==> src/rtl/uart_tx_framer.sv <==
// uart_tx_framer
// Serial transmit engine for the UART datapath. Accepts one parallel word per
// Transmit_Start request and sends it on Tx as a frame:
//   start (0), data MSB-first, optional even parity, STOP_BITS stop bits (1).
// Every bit is held for CLKS_PER_BIT cycles of Clk.
//
// Optional feature: define UART_TX_BREAK_EN to add the Send_Break input, which
// holds Tx low for one full frame time to signal a line break.
//
// Ports:
//   Clk            clock, all logic on posedge
//   Rst            synchronous reset, active low
//   Tx_Data        word to send, sampled only when a request is accepted
//   Transmit_Start level request to send Tx_Data
//   CTS            high = peer ready; gates acceptance only
//   Send_Break     (UART_TX_BREAK_EN only) request a break frame
//   Tx             serial line, idles high
//   Tx_Busy        high while a frame is on the line
//   Tx_Done        one-cycle pulse when a frame completes
//
// state    | meaning
// ---------+-----------------------------------------------
// S_IDLE   | line high, waiting for an armed request
// S_START  | start bit (Tx low)
// S_DATA   | data bits, MSB first
// S_PARITY | even parity bit (only when PARITY_BIT = 1)
// S_STOP   | stop bits (Tx high)
// S_BREAK  | break condition, Tx low for TX_BITS bit periods

module uart_tx_framer #(
  parameter int DATA_BITS    = 8,
  parameter int PARITY_BIT   = 1,
  parameter int STOP_BITS    = 2,
  parameter int CLKS_PER_BIT = 1
) (
  input  logic                 Clk,
  input  logic                 Rst,
  input  logic [DATA_BITS-1:0] Tx_Data,
  input  logic                 Transmit_Start,
  input  logic                 CTS,
`ifdef UART_TX_BREAK_EN
  input  logic                 Send_Break,
`endif
  output logic                 Tx,
  output logic                 Tx_Busy,
  output logic                 Tx_Done
);

  localparam int TX_BITS = 1 + DATA_BITS + PARITY_BIT + STOP_BITS;
  localparam int BAUD_W  = (CLKS_PER_BIT > 1) ? $clog2(CLKS_PER_BIT) : 1;
  localparam int CNT_W   = $clog2(TX_BITS + 1);

  typedef enum logic [2:0] {
    S_IDLE,
    S_START,
    S_DATA,
    S_PARITY,
    S_STOP,
    S_BREAK
  } state_t;

  state_t               state;
  logic [BAUD_W-1:0]    baud_cnt;
  logic [CNT_W-1:0]     bit_cnt;
  logic [DATA_BITS-1:0] shift_reg;
  logic                 parity_q;
  logic                 armed;

  logic baud_last;
  logic brk_req;
  logic req_low;

`ifdef UART_TX_BREAK_EN
  assign brk_req = Send_Break;
`else
  assign brk_req = 1'b0;
`endif

  assign baud_last = (baud_cnt == BAUD_W'(CLKS_PER_BIT - 1));
  // A request (data or break) must be seen low once before another is taken,
  // so a level held high through a frame yields only one frame.
  assign req_low   = !Transmit_Start && !brk_req;

  always_ff @(posedge Clk) begin
    if (!Rst) begin
      state     <= S_IDLE;
      baud_cnt  <= '0;
      bit_cnt   <= '0;
      shift_reg <= '0;
      parity_q  <= 1'b0;
      armed     <= 1'b1;
      Tx        <= 1'b1;
      Tx_Busy   <= 1'b0;
      Tx_Done   <= 1'b0;
    end else begin
      Tx_Done <= 1'b0;
      if (req_low) armed <= 1'b1;

      case (state)
        S_IDLE: begin
          baud_cnt <= '0;
          bit_cnt  <= '0;
          // Break has priority and ignores CTS.
          if (armed && brk_req) begin
            state   <= S_BREAK;
            Tx      <= 1'b0;
            Tx_Busy <= 1'b1;
            armed   <= 1'b0;
          end else if (armed && Transmit_Start && CTS) begin
            shift_reg <= Tx_Data;
            parity_q  <= ^Tx_Data;
            state     <= S_START;
            Tx        <= 1'b0;
            Tx_Busy   <= 1'b1;
            armed     <= 1'b0;
          end
        end

        S_START: begin
          if (baud_last) begin
            baud_cnt  <= '0;
            bit_cnt   <= '0;
            Tx        <= shift_reg[DATA_BITS-1];
            shift_reg <= shift_reg << 1;
            state     <= S_DATA;
          end else begin
            baud_cnt <= baud_cnt + BAUD_W'(1);
          end
        end

        S_DATA: begin
          if (baud_last) begin
            baud_cnt <= '0;
            if (bit_cnt == CNT_W'(DATA_BITS - 1)) begin
              bit_cnt <= '0;
              if (PARITY_BIT != 0) begin
                state <= S_PARITY;
                Tx    <= parity_q;
              end else begin
                state <= S_STOP;
                Tx    <= 1'b1;
              end
            end else begin
              bit_cnt   <= bit_cnt + CNT_W'(1);
              Tx        <= shift_reg[DATA_BITS-1];
              shift_reg <= shift_reg << 1;
            end
          end else begin
            baud_cnt <= baud_cnt + BAUD_W'(1);
          end
        end

        S_PARITY: begin
          if (baud_last) begin
            baud_cnt <= '0;
            bit_cnt  <= '0;
            state    <= S_STOP;
            Tx       <= 1'b1;
          end else begin
            baud_cnt <= baud_cnt + BAUD_W'(1);
          end
        end

        S_STOP: begin
          if (baud_last) begin
            baud_cnt <= '0;
            if (bit_cnt == CNT_W'(STOP_BITS - 1)) begin
              bit_cnt <= '0;
              state   <= S_IDLE;
              Tx      <= 1'b1;
              Tx_Busy <= 1'b0;
              Tx_Done <= 1'b1;
            end else begin
              bit_cnt <= bit_cnt + CNT_W'(1);
            end
          end else begin
            baud_cnt <= baud_cnt + BAUD_W'(1);
          end
        end

        S_BREAK: begin
          if (baud_last) begin
            baud_cnt <= '0;
            if (bit_cnt == CNT_W'(TX_BITS - 1)) begin
              bit_cnt <= '0;
              state   <= S_IDLE;
              Tx      <= 1'b1;
              Tx_Busy <= 1'b0;
              Tx_Done <= 1'b1;
            end else begin
              bit_cnt <= bit_cnt + CNT_W'(1);
            end
          end else begin
            baud_cnt <= baud_cnt + BAUD_W'(1);
          end
        end

        default: begin
          state   <= S_IDLE;
          Tx      <= 1'b1;
          Tx_Busy <= 1'b0;
        end
      endcase
    end
  end

endmodule

==> config.mk <==
export PLATFORM = sky130hd
export DESIGN_NAME = uart_tx_framer
export DESIGN_NICKNAME = d
export VERILOG_FILES = /design/src/rtl/uart_tx_framer.sv
export SDC_FILE = /design/constraint.sdc
export NUM_CORES = 1
export LEC_CHECK = 0
export CORE_ASPECT_RATIO = 1.1
export CORE_MARGIN = 8
export CORE_UTILIZATION = 53
export DETAILED_ROUTE_END_ITERATION = 6
export PLACE_DENSITY = 0.78
export SYNTH_ARGS = -nofsm -noshare
export SYNTH_HDL_FRONTEND = slang
export SYNTH_SLANG_ARGS = --single-unit
==> constraint.sdc <==
create_clock -name Clk -period 1.8 [get_ports Clk]
set_input_delay 0.54 -clock Clk [delete_from_list [all_inputs] [get_ports Clk]]
set_output_delay 0.54 -clock Clk [all_outputs]
set_load 0.01 [all_outputs]
## After elaboration in Yosys (flattened, before gate mapping)

Index checks and enable logic that the tools add are counted.

- Input bits: 12
- Logic and storage cells: 96
- Output and inout bits: 3
- Flip-flop bits (word level): 21

- $add $sub $neg: 2
- Bitwise operators: 1
- Reductions and logical operators: 16
- Multiplexer cells: 49
- Equal/unequal tests: 19

Operators with widths:

| kind | number |
|---|---|
| two-way mux 8 bit | 4 |
| two-way mux 4 bit | 7 |
| two-way mux 3 bit | 9 |
| one-hot mux 8 bit (3 select lines) | 1 |
| two-way mux 1 bit | 22 |
| inequality test 2 bit (second input constant) | 11 |
| one-hot mux 4 bit (5 select lines) | 1 |
| one-hot mux 3 bit (6 select lines) | 1 |
| AND reduction 5 bit | 2 |
| AND reduction 9 bit | 1 |
| AND reduction 8 bit | 1 |
| parity 8 bit | 1 |
| equality test 3 x 2 -> 1 bit (second input constant) | 2 |
| equality test 3 bit (second input constant) | 2 |
| one-hot mux 1 bit (6 select lines) | 1 |
| AND reduction 6 bit | 1 |
| nonzero test 5 bit | 1 |
| OR reduction 5 bit | 1 |
| adder 4 x 1 -> 4 bit (second input constant) | 1 |
| equality test 4 x 1 -> 1 bit (second input constant) | 1 |
| equality test 4 x 3 -> 1 bit (second input constant) | 1 |
| equality test 4 bit (second input constant) | 1 |
| one-hot mux 1 bit (2 select lines) | 2 |
| one-hot mux 1 bit (4 select lines) | 1 |
| 10 further kinds | 11 |

## Depth between registers and ports, before layout

- Depth after elaboration: 4
- Mapped depth: 6
- Depth with buffers taken out: 6

## Least setup slack after synthesis

OpenSTA, ideal clock, no wires.

- Path kind: register to register
- From: register bit_cnt[0]
- To: register Tx
- Path buffers: 0
- Setup slack: 0.165 ns
- Arrival: 1.510 ns
- Library setup time: 0.125 ns
- Stages on the path, launching flop included: 6
- Data required time: 1.675 ns
- Period minus slack after synthesis: 1.635 ns
- Cell sequence: dfxtp_1 -> ha_1 -> nand3b_1 -> mux2_2 -> a2111oi_2 -> o21ai_1

- Word-level cells in the longest chain between the ends: 4
- Elaborated cells between the ends (all ways): 9
- Classes of those cells: 5 x eq/ne; 3 x mux; 1 x reduce/logical

Ends and longest elaborated chain:

| element | line | source |
|---|---|---|
| start, declared | 64 | `logic [CNT_W-1:0] bit_cnt;` |
| start signal, assigned | 144 | `bit_cnt <= bit_cnt + CNT_W'(1);` |
| start signal, assigned | 174 | `bit_cnt <= bit_cnt + CNT_W'(1);` |
| start signal, assigned | 191 | `bit_cnt <= bit_cnt + CNT_W'(1);` |
| equality test 4 x 3 -> 1 bit | 134 | `if (bit_cnt == CNT_W'(DATA_BITS - 1)) begin` |
| two-way mux 1 bit | 134 |  |
| two-way mux 1 bit | 132 | `if (baud_last) begin` |
| one-hot mux 1 bit (6 select lines) | 99 | `case (state)` |
| end signal, assigned | 123 | `Tx <= shift_reg[DATA_BITS-1];` |
| end signal, assigned | 138 | `Tx <= parity_q;` |
| end signal, assigned | 145 | `Tx <= shift_reg[DATA_BITS-1];` |
| end, declared | 44 | `output logic Tx,` |

Several ways; a longest one is shown, not always the timed one. The select of a mux whose other input is x is not followed.
A chain may end at the register's enable or synchronous reset.

## Worst setup path in the final report

- From: register Tx
- To: output port Tx

No word-level cell between the ends.

==> flow_summary.json <==
{
  "antenna_left": 0,
  "crit_family": "buffers and inverters",
  "cp_max_fo": 2,
  "initial_core_util": 0.553,
  "antennaDiodeCount": 0,
  "setup_tns_ns": 0,
  "postLayoutCellArea_um2": 1360,
  "p_leak_nw": 0.477,
  "finalCriticalPeriod_ns": 1.75,
  "htree_levels": 1,
  "ys_seq_area_frac": 0.366,
  "synthTopCellsByCount": "dfxtp_1 (20), a21oi_1 (13), xnor2_1 (8)",
  "num_rows": 17,
  "maxSlewViolCount": 0,
  "synth_top_area_share": 0.366,
  "finalNetCount": 151,
  "yosys_warnings": 0,
  "crit_required_ns": 1.26,
  "stdcell_count": 164,
  "period_share": 0.972,
  "cp-end-kind": "output pin",
  "cts_made_buffers": 3,
  "hold_violations": 0,
  "path_buf_inv": 1,
  "synth_most_common_cell": "dfxtp_1",
  "synth-edff-count": 0,
  "dieArea_um2": 3780,
  "cts.sinks": 20,
  "synthesis.area_um2": 1090,
  "drt_iter0_drc": 14,
  "rsz0062_at_grt": "true",
  "tightest_slew_ns": 0.384,
  "tritoncts": "yes",
  "cap_violations": 0,
  "syn_avg_cell_area_um2": 9.52,
  "synth_ff_type": "dfxtp_1",
  "yosys-top-cells-area": "dfxtp_1 (37%), mux2i_1 (6.4%), xnor2_1 (6.4%)",
  "wl_per_cell_um": 15.5,
  "max_slew_margin": 0.738,
  "slowest_delay_ns": 0.54,
  "dp_cells": 160,
  "antenna_found_initial": 0,
  "status": "finished clean",
  "drc_errors": 0,
  "clock-root-buffer": "clkbuf_4",
  "hold_path_class": "reg -> reg",
  "drive_above_1_share": 0.169,
  "synth_cell_types": 43,
  "yosysTopAreaCell": "dfxtp_1",
  "die_y_um": 63.7,
  "setup_viol": 0,
  "wl_um": 2550,
  "via_per_inst": 5.94,
  "grt_max_degree": 17,
  "vias": 974,
  "fin_util": 0.687,
  "core-area_um2": 1980,
  "clk_pin_slew_ns": 0.11,
  "gp_congestion": 0.798,
  "p_per_area_nw_per_um2": 1310,
  "port_buffers": 14,
  "syn-num-nets": 129,
  "place_area_um2": 1300,
  "critPathKind": "reg -> out",
  "largest_reg_flops": 8,
  "clock_latency_ns": 0.31,
  "cp_data_arrival_time_ns": 1.21,
  "fillers": 162,
  "slowest_stage": "clkdlybuf4s50_1",
  "worst_slack_ns": 0.0508,
  "grt_use_total": 0.142,
  "path_cells": "clkdlybuf4s50_1",
  "pre_cts_slack_ns": -0.0603,
  "ctsHoldBuffers": 0,
  "cts_buffer_depth": 2,
  "ys_ff_latch": 20,
  "grt_overflow": 0,
  "start_kind": "flop",
  "whs_ns": 0.482,
  "fmax_mhz": 572,
  "die_w_um": 59.3,
  "synthCells": 115,
  "finalPower_mw": 1.78,
  "grt_pass1_vias": 1025,
  "vdd_drop_max_uv": 848,
  "ioPinCount": 15,
  "syn_to_final_growth_pct": 24.1,
  "drt_first_pass_iters": 4,
  "clock_skew_ns": 0.00582,
  "dp_hpwl_um": 1820,
  "grt_first_pass_wirelength_um": 4260,
  "async_reset_ff_frac": 0
}
==> area by class of cell <==
type	count	area, um2	area share
flip-flops and latches	20	402	0.296
repair buffers	23	210	0.155
well taps	28	35.0	0.0258
multi-input cells	86	664	0.489
clock buffers	4	36.3	0.0267
inverters	3	11.3	0.00829
==> kinds of logic (layout without fill, tap and decap cells) <==
| kind of cell | after synthesis | after routing | share of synthesized area |
|---|---|---|---|
| compound gates | 37 | 37 | 0.241 |
| simple gates | 30 | 30 | 0.178 |
| fa+ha+maj | 2 | 2 | 0.0229 |
| buf+inv | 9 | 30 | 0.0457 |
| xor+xnor | 9 | 9 | 0.0720 |
| mux | 8 | 8 | 0.0743 |
| flops | 20 | 20 | 0.366 |
==> power breakdown <==
| part | internal, mW | switching [mW] | total [mW] |
|---|---|---|---|
| sequential | 0.572 | 0.113 | 0.686 |
| clock | 0.124 | 0.146 | 0.269 |
| combinational | 0.404 | 0.418 | 0.821 |
==> layout by cell type, fill, tap and decap left out, drive strengths merged, types with 2 or more instances in the layout <==
cell / n
dfxtp: 20
a21oi: 13
clkdlybuf4s50: 13
buf: 9
xnor2: 8
mux2i: 7
a311oi: 7
nor2: 6
nand3: 5
clkbuf: 4
inv: 3
nor2b: 3
o21ai: 3
nor3: 2
nand2: 2
nand3b: 2
a211oi: 2
and2: 2
o211ai: 2
a31oi: 2
ha: 2
nor3b: 2
a2111oi: 2
==> timing repair <==
| item | CTS | global route |
|---|---|---|
| setup endpoints to repair | 0 | 7 |
| buffers inserted | 0 | 0 |
| gates resized for setup | 0 | 4 |
==> worst paths after layout <==
path | startpoint | endpoint | slack (ns) | depth (start not counted)
worst max-delay path | Tx | Tx | 0.05 | 1
worst min-delay path | bit_cnt[0] | bit_cnt[0] | 0.48 | 1
worst max register to register | bit_cnt[1] | bit_cnt[1] | 0.11 | 6
worst min register to register | bit_cnt[0] | bit_cnt[0] | 0.48 | 1
==> routing by layer <==
metal,vias to the layer above,share of wire,wire length (um),global-route usage
li1,479,-,-,-
met1,468,0.43,1110,0.144
met2,20,0.51,1290,0.251
met3,7,0.031,80,0.0325
met4,0,0.029,73,0.0808
met5,-,0,0,0
Power figures use the tool's default switching activity.
